--- config.mk ---
export PLATFORM = sky130hd
export DESIGN_NAME = nibble_deserializer_flat
export DESIGN_NICKNAME = d
export VERILOG_FILES = /design/src/rtl/nibble_deserializer_pkg.sv /design/src/rtl/nibble_deserializer_if.sv /design/src/rtl/nibble_deserializer.sv /design/src/flat_wrapper.sv
export SDC_FILE = /design/constraint.sdc
export NUM_CORES = 1
export LEC_CHECK = 0
export CAP_MARGIN = 10
export CORE_AREA = 8 8 45 47
export CTS_CLUSTER_DIAMETER = 50
export DETAILED_ROUTE_END_ITERATION = 7
export DIE_AREA = 0 0 53 55
export GPL_ROUTABILITY_DRIVEN = 0
export PLACE_DENSITY = 0.68
export SYNTH_ARGS = -nofsm -noshare
export SYNTH_HDL_FRONTEND = slang
export SYNTH_SLANG_ARGS = --single-unit
--- constraint.sdc ---
create_clock -name clk -period 1.31 [get_ports clk]
set_input_delay 0.3275 -clock clk [delete_from_list [all_inputs] [get_ports clk]]
set_output_delay 0.3275 -clock clk [all_outputs]
set_load 0.01 [all_outputs]
--- src/rtl/nibble_deserializer_pkg.sv ---
// Shared types for the nibble deserializer: nibble width, nibble and bit-index types.
package nibble_deserializer_pkg;

  localparam int NIB_W = 4;
  localparam int CNT_W = 8;

  typedef logic [NIB_W-1:0] nib_t;
  typedef logic [1:0]       idx_t;

endpackage

--- src/rtl/nibble_deserializer_if.sv ---
// Serial input and registered nibble output of the deserializer.
// The slave modport is the deserializer; the master modport is its environment.
interface nibble_deserializer_if;
  import nibble_deserializer_pkg::*;

  logic bit_in;
  logic bit_valid;
  nib_t nib_out;
  logic nib_valid;
  logic nib_ready;

  modport slave (
    input  bit_in,
    input  bit_valid,
    input  nib_ready,
    output nib_out,
    output nib_valid
  );

  modport master (
    output bit_in,
    output bit_valid,
    output nib_ready,
    input  nib_out,
    input  nib_valid
  );

endinterface

--- src/rtl/nibble_deserializer.sv ---
// Collects a serial bit stream into nibbles on a registered valid/ready output.
// Build option: define NIBBLE_CNT_EN to add the nib_count delivered-nibble counter.
module nibble_deserializer
  import nibble_deserializer_pkg::*;
(
  input  logic                  clk,
  input  logic                  rst,
  input  logic                  clear,
  nibble_deserializer_if.slave  bus,
  output logic                  overflow
`ifdef NIBBLE_CNT_EN
  , output logic [CNT_W-1:0]    nib_count
`endif
);

  if (NIB_W != 4 || CNT_W < 1) begin : g_param_check
    $error("nibble_deserializer: NIB_W must be 4 and CNT_W at least 1");
  end

  logic [2:0] sr;
  idx_t       idx;
  nib_t       nib_q;
  logic       valid_q;

  logic complete;
  logic load;
  logic pop;

  // The last bit completes the nibble; it may only load if the buffer is empty or draining.
  assign complete = bus.bit_valid && (idx == 2'd3);
  assign load     = complete && (!valid_q || bus.nib_ready);
  assign pop      = valid_q && bus.nib_ready;

  assign bus.nib_out   = nib_q;
  assign bus.nib_valid = valid_q;

  // NOTE: non-blocking assignments so every register samples pre-edge values.
  always_ff @(posedge clk or posedge rst) begin
    if (rst) begin
      sr       <= '0;
      idx      <= '0;
      nib_q    <= '0;
      valid_q  <= 1'b0;
      overflow <= 1'b0;
    end else if (clear) begin
      idx      <= '0;
      valid_q  <= 1'b0;
      overflow <= 1'b0;
    end else begin
      if (bus.bit_valid) begin
        if (idx != 2'd3) sr[idx] <= bus.bit_in;
        idx <= idx + 2'd1;
      end
      if (load) begin
        nib_q   <= {bus.bit_in, sr};
        valid_q <= 1'b1;
      end else if (pop) begin
        valid_q <= 1'b0;
      end
      if (complete && !load) overflow <= 1'b1;
    end
  end

`ifdef NIBBLE_CNT_EN
  always_ff @(posedge clk or posedge rst) begin
    if (rst)        nib_count <= '0;
    else if (clear) nib_count <= '0;
    else if (pop)   nib_count <= nib_count + CNT_W'(1);
  end
`endif

endmodule

--- src/flat_wrapper.sv ---
// flat-port wrapper written by rule: the top's interface ports become plain ports
module nibble_deserializer_flat import nibble_deserializer_pkg::*;
  (clk, rst, clear, overflow, bus_bit_in, bus_bit_valid, bus_nib_ready, bus_nib_out, bus_nib_valid);
  nibble_deserializer_if bus_i ();
  input  logic clk;
  input  logic rst;
  input  logic clear;
  output logic overflow;
  input wire logic [$bits(bus_i.bit_in)-1:0] bus_bit_in;
  input wire logic [$bits(bus_i.bit_valid)-1:0] bus_bit_valid;
  input wire logic [$bits(bus_i.nib_ready)-1:0] bus_nib_ready;
  output wire logic [$bits(bus_i.nib_out)-1:0] bus_nib_out;
  output wire logic [$bits(bus_i.nib_valid)-1:0] bus_nib_valid;
  assign bus_i.bit_in = bus_bit_in;
  assign bus_i.bit_valid = bus_bit_valid;
  assign bus_i.nib_ready = bus_nib_ready;
  assign bus_nib_out = bus_i.nib_out;
  assign bus_nib_valid = bus_i.nib_valid;
  nibble_deserializer u_core (.clk(clk), .rst(rst), .clear(clear), .bus(bus_i), .overflow(overflow));
endmodule
# Word level (Yosys, flattened, before mapping)
# Index checks and enable logic that the tools add are counted.
dict set report word_totals {
  wordCells 34
  mem_count 0
  input_bits 6
  register_bits 11
  latch_bits 0
  out_inout_bits 6
  mem_bits_rw 0
  romBits 0
}
dict set report op_classes {
  magnitude_cmp 2
  mul 0
  n_eq_ne 2
  n_reduce_logical 13
  n_shift 0
  addsub 1
  bitwise_logic 1
  n_div 0
  muxes 10
}
# cell count
set ops {}
lappend ops {{1-bit 2-to-1 mux} 6}
lappend ops {{1-bit logical AND} 5}
lappend ops {{2-bit 2-to-1 mux} 2}
lappend ops {{2-bit nonzero test} 2}
lappend ops {{3-bit bitwise mux} 1}
lappend ops {{2-bit by 3-bit less-than comparator with 1-bit output (second input constant)} 1}
lappend ops {{3-bit AND reduction} 1}
lappend ops {{3-bit nonzero test} 1}
lappend ops {{2-bit by 1-bit adder with 2-bit output (second input constant)} 1}
lappend ops {{1-bit demux with 2-bit select} 1}
lappend ops {{2-bit equality test (second input constant)} 1}
lappend ops {{2-bit by 1-bit >= comparator with 1-bit output (second input constant)} 1}
lappend ops {{1-bit zero test} 2}
lappend ops {{2-bit inequality test (second input constant)} 1}
lappend ops {{2-bit AND reduction} 1}
lappend ops {{1-bit logical OR} 1}
lappend ops {{1-bit NOT} 1}

# Longest topological paths before layout
# Gate-level depths: netlist (run 1).
dict set report depth {
  depth_word 7
  depth_mapped 4
  depth_no_buf 4
}

# Worst setup path after synthesis (run 1)
# No wires, ideal clock.
dict set report synth_path {
  path_type {register to register}
  start {reg u_core.idx[0]}
  end {reg u_core.nib_q[3], in the netlist u_core.bus.nib_out[3]}
  t_arrival_ns 1.259
  slack_ns -0.074
  period_less_slack_ns 1.384
  required_time_ns 1.185
  stages_incl_launch_ff 5
  n_path_buf 0
  setup_time_ns 0.125
  cell_sequence {dfrtp_1 -> ha_1 -> nand2_1 -> nor3_4 -> mux2_2}
}
dict set report synth_between {
  elab_chain_cells 4
}
# element line_no
set synth_lines {}
lappend synth_lines {{start: declaration} nibble_deserializer.sv:21} ;# idx_t idx;
lappend synth_lines {{start signal: assignment} nibble_deserializer.sv:52} ;# idx <= idx + 2'd1;
lappend synth_lines {{2-bit equality test} nibble_deserializer.sv:30} ;# assign complete = bus.bit_valid && (idx == 2'd3);
lappend synth_lines {{1-bit logical AND} nibble_deserializer.sv:30}
lappend synth_lines {{1-bit logical AND} nibble_deserializer.sv:31} ;# assign load = complete && (!valid_q || bus.nib_ready);
lappend synth_lines {{2-bit AND reduction (no source line)} -}
lappend synth_lines {{end signal: assignment} nibble_deserializer.sv:55} ;# nib_q <= {bus.bit_in, sr};
lappend synth_lines {{end: declaration} nibble_deserializer.sv:22} ;# nib_t nib_q;
# Every way passes these cells.
# A chain may end at the register's enable or synchronous reset.

# Final worst setup path (run 1)
dict set report layout_path {
  start {in bus_nib_ready}
  end {reg u_core.nib_q[1], in the netlist u_core.bus.nib_out[1]}
}
dict set report layout_between {
  elab_chain_cells 3
}
# element line_no
set layout_lines {}
lappend layout_lines {{start: declaration} flat_wrapper.sv:11} ;# input wire logic [$bits(bus_i.nib_ready)-1:0] bus_nib_ready;
lappend layout_lines {{1-bit logical OR} nibble_deserializer.sv:31}
lappend layout_lines {{1-bit logical AND} nibble_deserializer.sv:31}
lappend layout_lines {{2-bit AND reduction (no source line)} -}
# Every way passes these cells.

==> summary.md, run 1 <==
| Metric | Value |
|---|---|
| Status | finished with violations |
| Failing checks | setup timing |
| Initial cell density of the core | 0.383 |
| Pwr/cell area | around 1200 nW/µm² |
| Tmin final | roughly 1400 ps |
| Die width | 53 µm |
| # DRC | 0 |
| Worst-path cell chain | clkdlybuf4s50_1, nor2b_2, nor3_4, mux2_2 |
| Detailed placement HPWL | approximately 840 µm |
| CTS tree | built |
| Clock latency on the worst-skew pair | around 260 ps |
| Post-route setup slack | -40.8 ps |
| Net Count, Synth | 51 |
| Setup Total Neg Slack | -93.9 ps |
| Max clock buf depth | 2 |
| WHS | roughly 360 ps |
| YS warnings | 0 |
| Crit end category | register |
| Post-DR vias/cell | about 4.5 |
| Core Region | roughly 1400 µm² |
| Worst Skew | slightly above 5 ps |
| Syn Inst Count | a little over 40 |
| Fin crit share | 1.03 |
| Crit Path Class | primary input to register |
| Total iterations of the first detailed-routing run | 2 |
| Unrepaired setup endpoints after global routing | true |
| Yosys reg bits | 11 |
| Initial antenna violation count | 0 |
| Startpoint types | primary input |
| DR vias | ~350 |
| Mapped Area | 531 µm² |
| Max-slew violations | 0 |
| Crit-path max FO | 4 |
| Share of layout cells above drive strength 1 | 0.328 |
| Largest net degree at the start of global routing | 12 |
| Slew headroom | 0.724 |
| # rows | 14 |
| Max stage delay on crit path | roughly 470 ps |
| Number of global-route vias before repair | 422 |
| Antenna Nets Post-Route | 0 |
| CTS root buf | clkbuf_4 |
| Port buffer count | 11 |
| # diodes | 0 |
| Least-Margin Pin Slew | between 400 and 500 ps |
| Pwr Total | around 860 µW |
| CP arrival | roughly 1500 ps |
| Total grt overflow | 0 |
| Num CTS Buffers | 3 |
| Area delta synth->final | 38.9% |
| Final Net Count | 72 |
| Clock sink total | 11 |
| Top cells by area, synth | dfrtp_1 (52%), ha_1 (9.4%), mux2_2 (8.5%) |
| Avg WL per Cell | between 10 and 15 µm |
| # IOs | 12 |
| Initial DRC count | 3 |
| CTS clk-pin slew, worst paths | ~70 ps |
| Required time of the critical path | approximately 1500 ps |
| Cell taking the most area after synthesis | dfrtp_1 |
| Top cell type's share of synthesized area | 0.519 |
| Die ar. | 2920 µm² |
| Max-cap viol count | 0 |
| P_leak | about 0.37 nW |
| First-pass GRT wire length | around 1900 µm |
| Total track usage | 0.0877 |
| Fmax | roughly 0.74 GHz |
| Maximum VDD drop | ~0.00058 V |
| Post-synthesis cell type count | 15 |
| # H-tree levels | 1 |
| Final hold violations | 0 |
| Post-synthesis sequential area ratio | 0.519 |
| Max stage delay cell, worst path | clkdlybuf4s50_1 |
| Die height | approximately 55 µm |
| Final WL | a little over 1000 µm |
| Avg Cell Area, Syn | 12.9 µm² |
| Worst hold path type | primary input to async pin |
| Final setup fails | 4 |
[layout make-up]
class | count | area [µm²]
inverter | 3 | 11.3
multi-input combinational | 26 | 259
fill | 125 | 647
timing repair buffer | 17 | 145
tap | 16 | 20.0
sequential | 11 | 275
clock buffer | 4 | 26.3
[layer usage]
| layer | share of wire | wire length, µm | GRT usage | vias up |
|---|---|---|---|---|
| li1 | - | - | - | 175 |
| met1 | 0.41 | 422 | 0.0984 | 166 |
| met2 | 0.56 | 575 | 0.158 | 4 |
| met3 | 0.027 | 28 | 0.00802 | 0 |
| met4 | 0 | 0 | 0.0517 | 0 |
| met5 | 0 | 0 | 0 | - |
[synthesized netlist by cell type, drive strengths merged]
library cell  instances
dfrtp                11
mux2                  7
ha                    4
nand2                 4
nor2                  4
inv                   3
a21oi                 1
a31oi                 1
buf                   1
mux2i                 1
nor2b                 1
nor3                  1
nor3b                 1
xnor2                 1
[flip-flops by register name (all words and copies together) (netlist names)]
signal	flops
u_core.bus.nib_out	4
u_core.sr	3
u_core.bus.nib_valid	1
u_core.overflow	1
u_core.idx	2
[layout by cell type (no fill, tap or decap)]
cell type        synthesis  layout
a21oi_1                  1       1
a31oi_1                  1       1
buf_4                    0       6
clkbuf_1                 0       1
clkbuf_4                 0       3
clkdlybuf4s50_1          0       3
dfrtp_1                 11      11
dlygate4sd2_1            0       8
ha_1                     4       3
ha_4                     0       1
inv_1                    3       3
mux2_1                   3       1
mux2_2                   4       3
mux2_4                   0       3
mux2i_1                  1       1
nand2_1                  4       3
nand2_2                  0       1
nor2_1                   4       4
nor2b_2                  1       1
nor3_4                   1       1
nor3b_4                  1       1
xnor2_1                  1       1
[stage by stage]
stage                     worst slack [ps]   util  cells  instance area (µm²)
after floorplan                       7.20      -     41                  543
after global placement                -308  0.511     73                  707
after detailed placement              -366  0.511     73                  707
after CTS                            -45.5  0.533     77                  737
after global routing                  -107  0.533     77                  737
final                                -40.8  0.533     77                  737
[worst paths after layout]
check	from	endpoint	slack [ps]	cells after the start
setup / recovery	bus_nib_ready	u_core.bus.nib_out[1]$_DFFE_PP0P_	-40	4
hold / removal	rst	u_core.bus.nib_out[0]$_DFFE_PP0P_	360	2
setup reg to reg	u_core.idx[1]$_DFFE_PP0P_	u_core.bus.nib_out[1]$_DFFE_PP0P_	-30	4
hold reg to reg	u_core.sr[2]$_DFFE_PP0P_	u_core.sr[2]$_DFFE_PP0P_	500	1
max in group asynchronous	rst	u_core.sr[1]$_DFFE_PP0P_	660	2
min in group clk	u_core.sr[2]$_DFFE_PP0P_	u_core.sr[2]$_DFFE_PP0P_	500	1
[power by group]
part	total (mW)	internal [mW]	switching [mW]
Clock	0.225	0.117	0.108
Sequential	0.436	0.400	0.0359
Combinational	0.194	0.116	0.0775
Total	0.855	0.634	0.221
[worst max-delay path, delay by kind of cell]
| kind | cells | cell delay (ps) |
|---|---|---|
| buf+inv | 1 | 470 |
| simple gates | 2 | 320 |
| mux | 1 | 380 |
[logic make-up after synthesis]
| kind of cell | count (synthesis) | synth area share |
|---|---|---|
| AOI/OAI and AO/OA | 2 | 0.0212 |
| DFF | 11 | 0.519 |
| xor gates and xnor gates | 1 | 0.0165 |
| buffers and inverters | 4 | 0.0424 |
| muxes | 8 | 0.167 |
| and+or+nand+nor | 11 | 0.139 |
| adders and majority gates | 4 | 0.0943 |
[what timing repair did]
action | 4_1_cts | 5_1_grt
hold buffers | 0 | 0
gates resized for setup | 12 | 0
setup buffers | 0 | 0
pin swaps | 4 | 0
cloned | 0 | 0
endpoints found under the setup margin | 13 | 7
No activity file was read; power rests on OpenSTA's default activity.
==> inputs of run 2 (changes only) <==
- ABC_CLOCK_PERIOD_IN_PS: default -> 1310
==> results of run 2 <==
Same layout as run 1: the final DEF is identical, and so are final timing and power.
==> inputs of run 3 (changes only) <==
- SKIP_CTS_REPAIR_TIMING: default -> 1
==> run 3 against run 2 <==
- the flow still finishes with violations (setup timing)
- via count rose by 1.7%
- clock power barely moved
- power rose by 1.8%
- register-to-register slack barely moved
- highest routed layer unchanged
- critical endpoint unchanged
- core utilization rose by 2.4 points
==> summary.md, run 3 (same netlist as run 1, synthesis figures left out) <==
| Metric | Value |
|---|---|
| Crit end category | register (unchanged) |
| # rows | 14 (unchanged) |
| Clock latency on the worst-skew pair | 260 ps (about the same) |
| First-pass GRT wire length | 1910 µm (was 1900 µm) |
| Antenna Nets Post-Route | 0 (unchanged) |
| Maximum VDD drop | 0.000573 V (was 0.000578 V) |
| Tmin final | 1360 ps (was 1350 ps) |
| Met2 usage | 0.158 (unchanged) |
| Max-slew violations | 0 (unchanged) |
| Slew headroom | 0.723 (was 0.724) |
| R2R Path Start | u_core.idx[1]$_DFFE_PP0P_ (unchanged) |
| Share of layout cells above drive strength 1 | 0.344 (was 0.328) |
| Total iterations of the first detailed-routing run | 2 (unchanged) |
| Final Net Count | 72 (unchanged) |
| # DRC | 0 (unchanged) |
| # IOs | 12 (unchanged) |
| P_leak | 0.469 nW (was 0.373 nW) |
| Startpoint types | primary input (unchanged) |
| Area delta synth->final | 45.0% (was 38.9%) |
| Die height | 55 µm (unchanged) |
| Initial DRC count | 6 (was 3) |
| Most frequent cells in the layout | dfrtp_1 (11), dlymetal6s2s_1 (8), buf_4 (6), nor2_1 (4) (was dfrtp_1 (11), dlygate4sd2_1 (8), buf_4 (6), nor2_1 (4)) |
| Met1 Track Usage GR | 0.100 (was 0.0984) |
| Num CTS Buffers | 3 (unchanged) |
| Least-Margin Pin Slew | 416 ps (was 414 ps) |
| Final WL | 1080 µm (was 1030 µm) |
| CTS tree | built (unchanged) |
| # diodes | 0 (unchanged) |
| Max reg flops | 4 (unchanged) |
| Pwr/cell area | 1130 nW/µm² (was 1160 nW/µm²) |
| Detailed placement HPWL | 841 µm (unchanged) |
| WHS | 357 ps (was 355 ps) |
| DR vias | 351 (was 345) |
| CTS root buf | clkbuf_4 (unchanged) |
| Crit-path max FO | 4 (unchanged) |
| Crit Path Class | primary input to register (unchanged) |
| Post-DR vias/cell | 4.56 (was 4.48) |
| Multi-input logic area | 262 µm² (was 259 µm²) |
| Total grt overflow | 0 (unchanged) |
| Core Region | 1380 µm² (unchanged) |
| Avg WL per Cell | 14.0 µm (was 13.3 µm) |
| Post-route setup slack | -45.8 ps (was -40.8 ps) |
| Max-cap viol count | 0 (unchanged) |
| Total track usage | 0.0883 (was 0.0877) |
| Final hold violations | 0 (unchanged) |
| Final setup fails | 6 (was 4) |
| Commonest non-fill, non-tap cell in the layout | dfrtp_1 (unchanged) |
| Status | finished with violations (unchanged) |
| Port buffer count | 11 (unchanged) |
| GRT busiest layer | met2 (unchanged) |
| Largest net degree at the start of global routing | 12 (unchanged) |
| Worst hold path type | primary input to async pin (unchanged) |
| Die width | 53 µm (unchanged) |
| Clock sink total | 11 (unchanged) |
| # H-tree levels | 1 (unchanged) |
| Grt met3 use | 0.00802 (unchanged) |
| FF-to-FF path depth | 4 (unchanged) |
| Reg-to-reg slack, setup | -40 ps (was -30 ps) |
| Die ar. | 2920 µm² (unchanged) |
| Initial antenna violation count | 0 (unchanged) |
| Number of global-route vias before repair | 425 (was 422) |
| Failing checks | setup timing (unchanged) |
| Fmax | 0.738 GHz (was 0.740 GHz) |
| Max clock buf depth | 2 (unchanged) |
| Required time of the critical path | 1460 ps (about the same) |
| Layout fillers | 123 (was 125) |
| Fin crit share | 1.03 (about the same) |
| CP arrival | 1500 ps (about the same) |
| Initial cell density of the core | 0.383 (unchanged) |
| CTS clk-pin slew, worst paths | 70 ps (about the same) |
| Pwr Total | 870 µW (was 855 µW) |
| RR Endpoint | u_core.bus.nib_out[1]$_DFFE_PP0P_ (unchanged) |
| Unrepaired setup endpoints after global routing | true (unchanged) |
| Worst Skew | 4.21 ps (was 5.20 ps) |
| Register area | 275 µm² (unchanged) |
-- run 3: changes by cell type in the layout (fill, tap and decap cells not counted), sizes merged --
cell	delta
dlygate4sd2	-8
dlymetal6s2s	+8
-- run 3: worst max path at each step --
stage,start,slack (ps),endpoint
4_1_cts,u_core.bus.nib_out[1]$_DFFE_PP0P_,-200,bus_nib_out[1]
3_3_place_gp,bus_bit_valid,-310,u_core.bus.nib_out[2]$_DFFE_PP0P_
5_1_grt,u_core.idx[1]$_DFFE_PP0P_,-100,u_core.bus.nib_out[1]$_DFFE_PP0P_
6_report,bus_nib_ready,-50,u_core.bus.nib_out[1]$_DFFE_PP0P_
2_1_floorplan,u_core.idx[0]$_DFFE_PP0P_,7,u_core.bus.nib_out[3]$_DFFE_PP0P_
3_5_place_dp,clear,-370,u_core.bus.nib_out[1]$_DFFE_PP0P_
-- run 3: area by class of cell --
| type | instances | area share |
|---|---|---|
| inverters | 3 | 0.0146 |
| clock buffers | 4 | 0.0341 |
| multi-input cells | 26 | 0.340 |
| flip-flops and latches | 11 | 0.358 |
| well taps | 16 | 0.0260 |
| repair buffers | 17 | 0.228 |
-- run 3: through the flow --
step / std cells / area, µm² / utilization / TNS [ps] / setup WS [ps]
2_1_floorplan: 41 / 543 / - / 0 / 7.20
3_3_place_gp: 73 / 707 / 0.511 / -2120 / -308
3_5_place_dp: 73 / 707 / 0.511 / -2430 / -366
4_1_cts: 77 / 733 / 0.530 / -1540 / -202
5_1_grt: 77 / 769 / 0.556 / -597 / -103
6_report: 77 / 769 / 0.556 / -191 / -45.8
-- run 3: layer usage --
metal | wire length [µm] | part of all wire
met3 | 9 | 0.0084
met5 | 0 | 0
met2 | 614 | 0.57
met4 | 0 | 0
met1 | 452 | 0.42
-- run 3: report_power, final --
group,internal [mW],switching [mW]
combinational,0.129,0.0800
sequential,0.400,0.0370
clock,0.117,0.107
-- run 3: critical path, stage by stage --
cell	delay (ps)
clkdlybuf4s50_1	470
nor2b_2	60
nor3_4	270
mux2_2	380
==> RTL change (config.mk and constraints of run 2) <==
Put one more register stage on the output `overflow`, without a reset. The value now appears one clock later. The other outputs are not delayed to match.
--- a/src/rtl/nibble_deserializer.sv
+++ b/src/rtl/nibble_deserializer.sv
@@ -12,6 +12,8 @@
   , output logic [CNT_W-1:0]    nib_count
 `endif
 );
+
+  logic overflow_s0;
 
   if (NIB_W != 4 || CNT_W < 1) begin : g_param_check
     $error("nibble_deserializer: NIB_W must be 4 and CNT_W at least 1");
@@ -41,11 +43,11 @@
       idx      <= '0;
       nib_q    <= '0;
       valid_q  <= 1'b0;
-      overflow <= 1'b0;
+      overflow_s0 <= 1'b0;
     end else if (clear) begin
       idx      <= '0;
       valid_q  <= 1'b0;
-      overflow <= 1'b0;
+      overflow_s0 <= 1'b0;
     end else begin
       if (bus.bit_valid) begin
         if (idx != 2'd3) sr[idx] <= bus.bit_in;
@@ -57,7 +59,7 @@
       end else if (pop) begin
         valid_q <= 1'b0;
       end
-      if (complete && !load) overflow <= 1'b1;
+      if (complete && !load) overflow_s0 <= 1'b1;
     end
   end
 
@@ -69,5 +71,9 @@
   end
 `endif
 
+  always_ff @(posedge clk) begin
+    overflow <= overflow_s0;
+  end
+
 endmodule
 
Check against the original RTL: not equivalent (a bounded check fails within 10 cycles, from zero or initial values and one cycle with rst high).
==> RTL change against run 2 <==
- the flow still finishes with violations (setup timing)
- synthesized area grew 3.8%
- synthesized cell count grew 2.4%
- sequential cell count grew 1
- clock power grew 28%
- power grew 19%
- worst hold slack lost 9.0 ps
- fmax shrank 0.77%
- wire length grew 12%
- non-clock buffer count grew 5
- final area grew 16%
- worst setup slack lost 10 ps
- largest cell class is now multi-input combinational cells
- largest power group unchanged
==> RTL change: results <==
[outcome]
status = "complete, but fails checks"
violations = "setup timing"

[finish]
nets = 78
antenna_cells = 0
drive_above_1_share = 0.4627

[placement]
placed_area_um2 = 726.9
pre_cts_ws_ps = -381.3
post-place-cells = 74
io_buffers = 11
place_hpwl_um = 840.9

[global_route]
grt_pass1_vias = 407
overflow = 0
grt_max_degree = 12
antenna_found_initial = 0
grt_use_total = 0.09221
grt_pass1_wl_um = 1828

[routing]
drt_iter0_drc = 10
dr.pass1.iters = 3
vias_per_cell = 4.675
routed_wl_um = 1148
wire_per_inst_um = 13.83

[cts]
clk_pin_slew_ps = 70
clk_path_buf_depth = 2
numCtsBuffers = 3
cts_htree_levels = 1

[worst_setup_path]
cpPeakStageDelay_ps = 410
cp_slowest_cell = "dfrtp_1"
path_delay_family = "flip-flops"
cp.arrival_ps = 1520
crit_fanout = 3

[synthesis]
synth.avg_cell_area_um2 = 13.11
synth_async_sr_flop_share = 0.9167
synth_compound_area_frac = 0.02045
netlist-cell-type-count = 16
synth-seq-area-share = 0.5364
syn-num-nets = 52
ys_warn_count = 0
yosys.area_share.xor_xnor = 0.01591
synthAdderAreaFrac = 0.09091
synthTopCellsByCount = "11 x dfrtp_1, 4 x ha_1, 4 x mux2_2, 4 x nand2_1, 4 x nor2_1"
synthMuxAreaShare = 0.1614
synthTopCellsByArea = "dfrtp_1 50%, ha_1 9.1%, mux2_2 8.2%, mux2_1 6.1%, dfxtp_1 3.6%"
synth_ff_type = "dfrtp_1"

[pwr]
leakagePower_nw = 0.4337
ir_drop_v = 0.0005091
clk-power_mw = 0.287
pg_comb_mw = 0.261
intPower_mw = 0.7668
netSwitchingPower_mw = 0.2499

[timing]
setup_viol = 7
final.setup.tns_ps = -249.3
relSlewSlack = 0.7176
postLayoutSetupSlackWorst_ps = -51.32
fin_worst_skew_ps = 1.830

[worst_hold_path]
min_path_type = "input port to asynchronous set/reset pin"
==> RTL change: cell types whose count changed after synthesis <==
cell,delta
dfxtp_1,+1
==> RTL change: final cells by class <==
cell class | count | area [um2]
well taps | 16 | 20.02
clock buffers | 4 | 36.28
flip-flops and latches | 12 | 295.3
inverters | 3 | 13.76
repair buffers | 22 | 182.7
fillers | 108 | 529.3
multi-input cells | 26 | 306.5
==> RTL change: path summary, 6_finish.rpt <==
path | endpoint | slack (ps) | cells after the start | from
max | u_core.sr[0]$_DFFE_PP0P_ | -50 | 6 | u_core.idx[1]$_DFFE_PP0P_
min | u_core.bus.nib_out[3]$_DFFE_PP0P_ | 350 | 2 | rst
max reg2reg | u_core.sr[0]$_DFFE_PP0P_ | -50 | 6 | u_core.idx[1]$_DFFE_PP0P_
min reg2reg | u_core.overflow$_DFF_P_ | 390 | 0 | u_core.overflow_s0$_DFFE_PP0P_
max in group asynchronous | u_core.bus.nib_valid$_DFFE_PP0P_ | 670 | 2 | rst
min in group clk | u_core.overflow$_DFF_P_ | 390 | 0 | u_core.overflow_s0$_DFFE_PP0P_
==> RTL change: worst reg2reg max path, cell delays in order, from the launching register on <==
cell     delay, ps
dfrtp_1        410
buf_4          150
buf_4          140
inv_4           70
ha_4           120
nand2_1         70
mux2_4         310
==> RTL change: timing repair <==
item	CTS	global route
endpoints found under the setup margin	13	10
setup buffers	2	3
resized for setup	20	4
pin swaps	3	3
==> RTL change: layer usage <==
| metal | wire [um] | GRT usage |
|---|---|---|
| met2 | 588 | 0.1387 |
| met4 | 27 | 0.1034 |
| met3 | 62 | 0.02674 |
| met1 | 470 | 0.09703 |
| met5 | 0 | 0 |
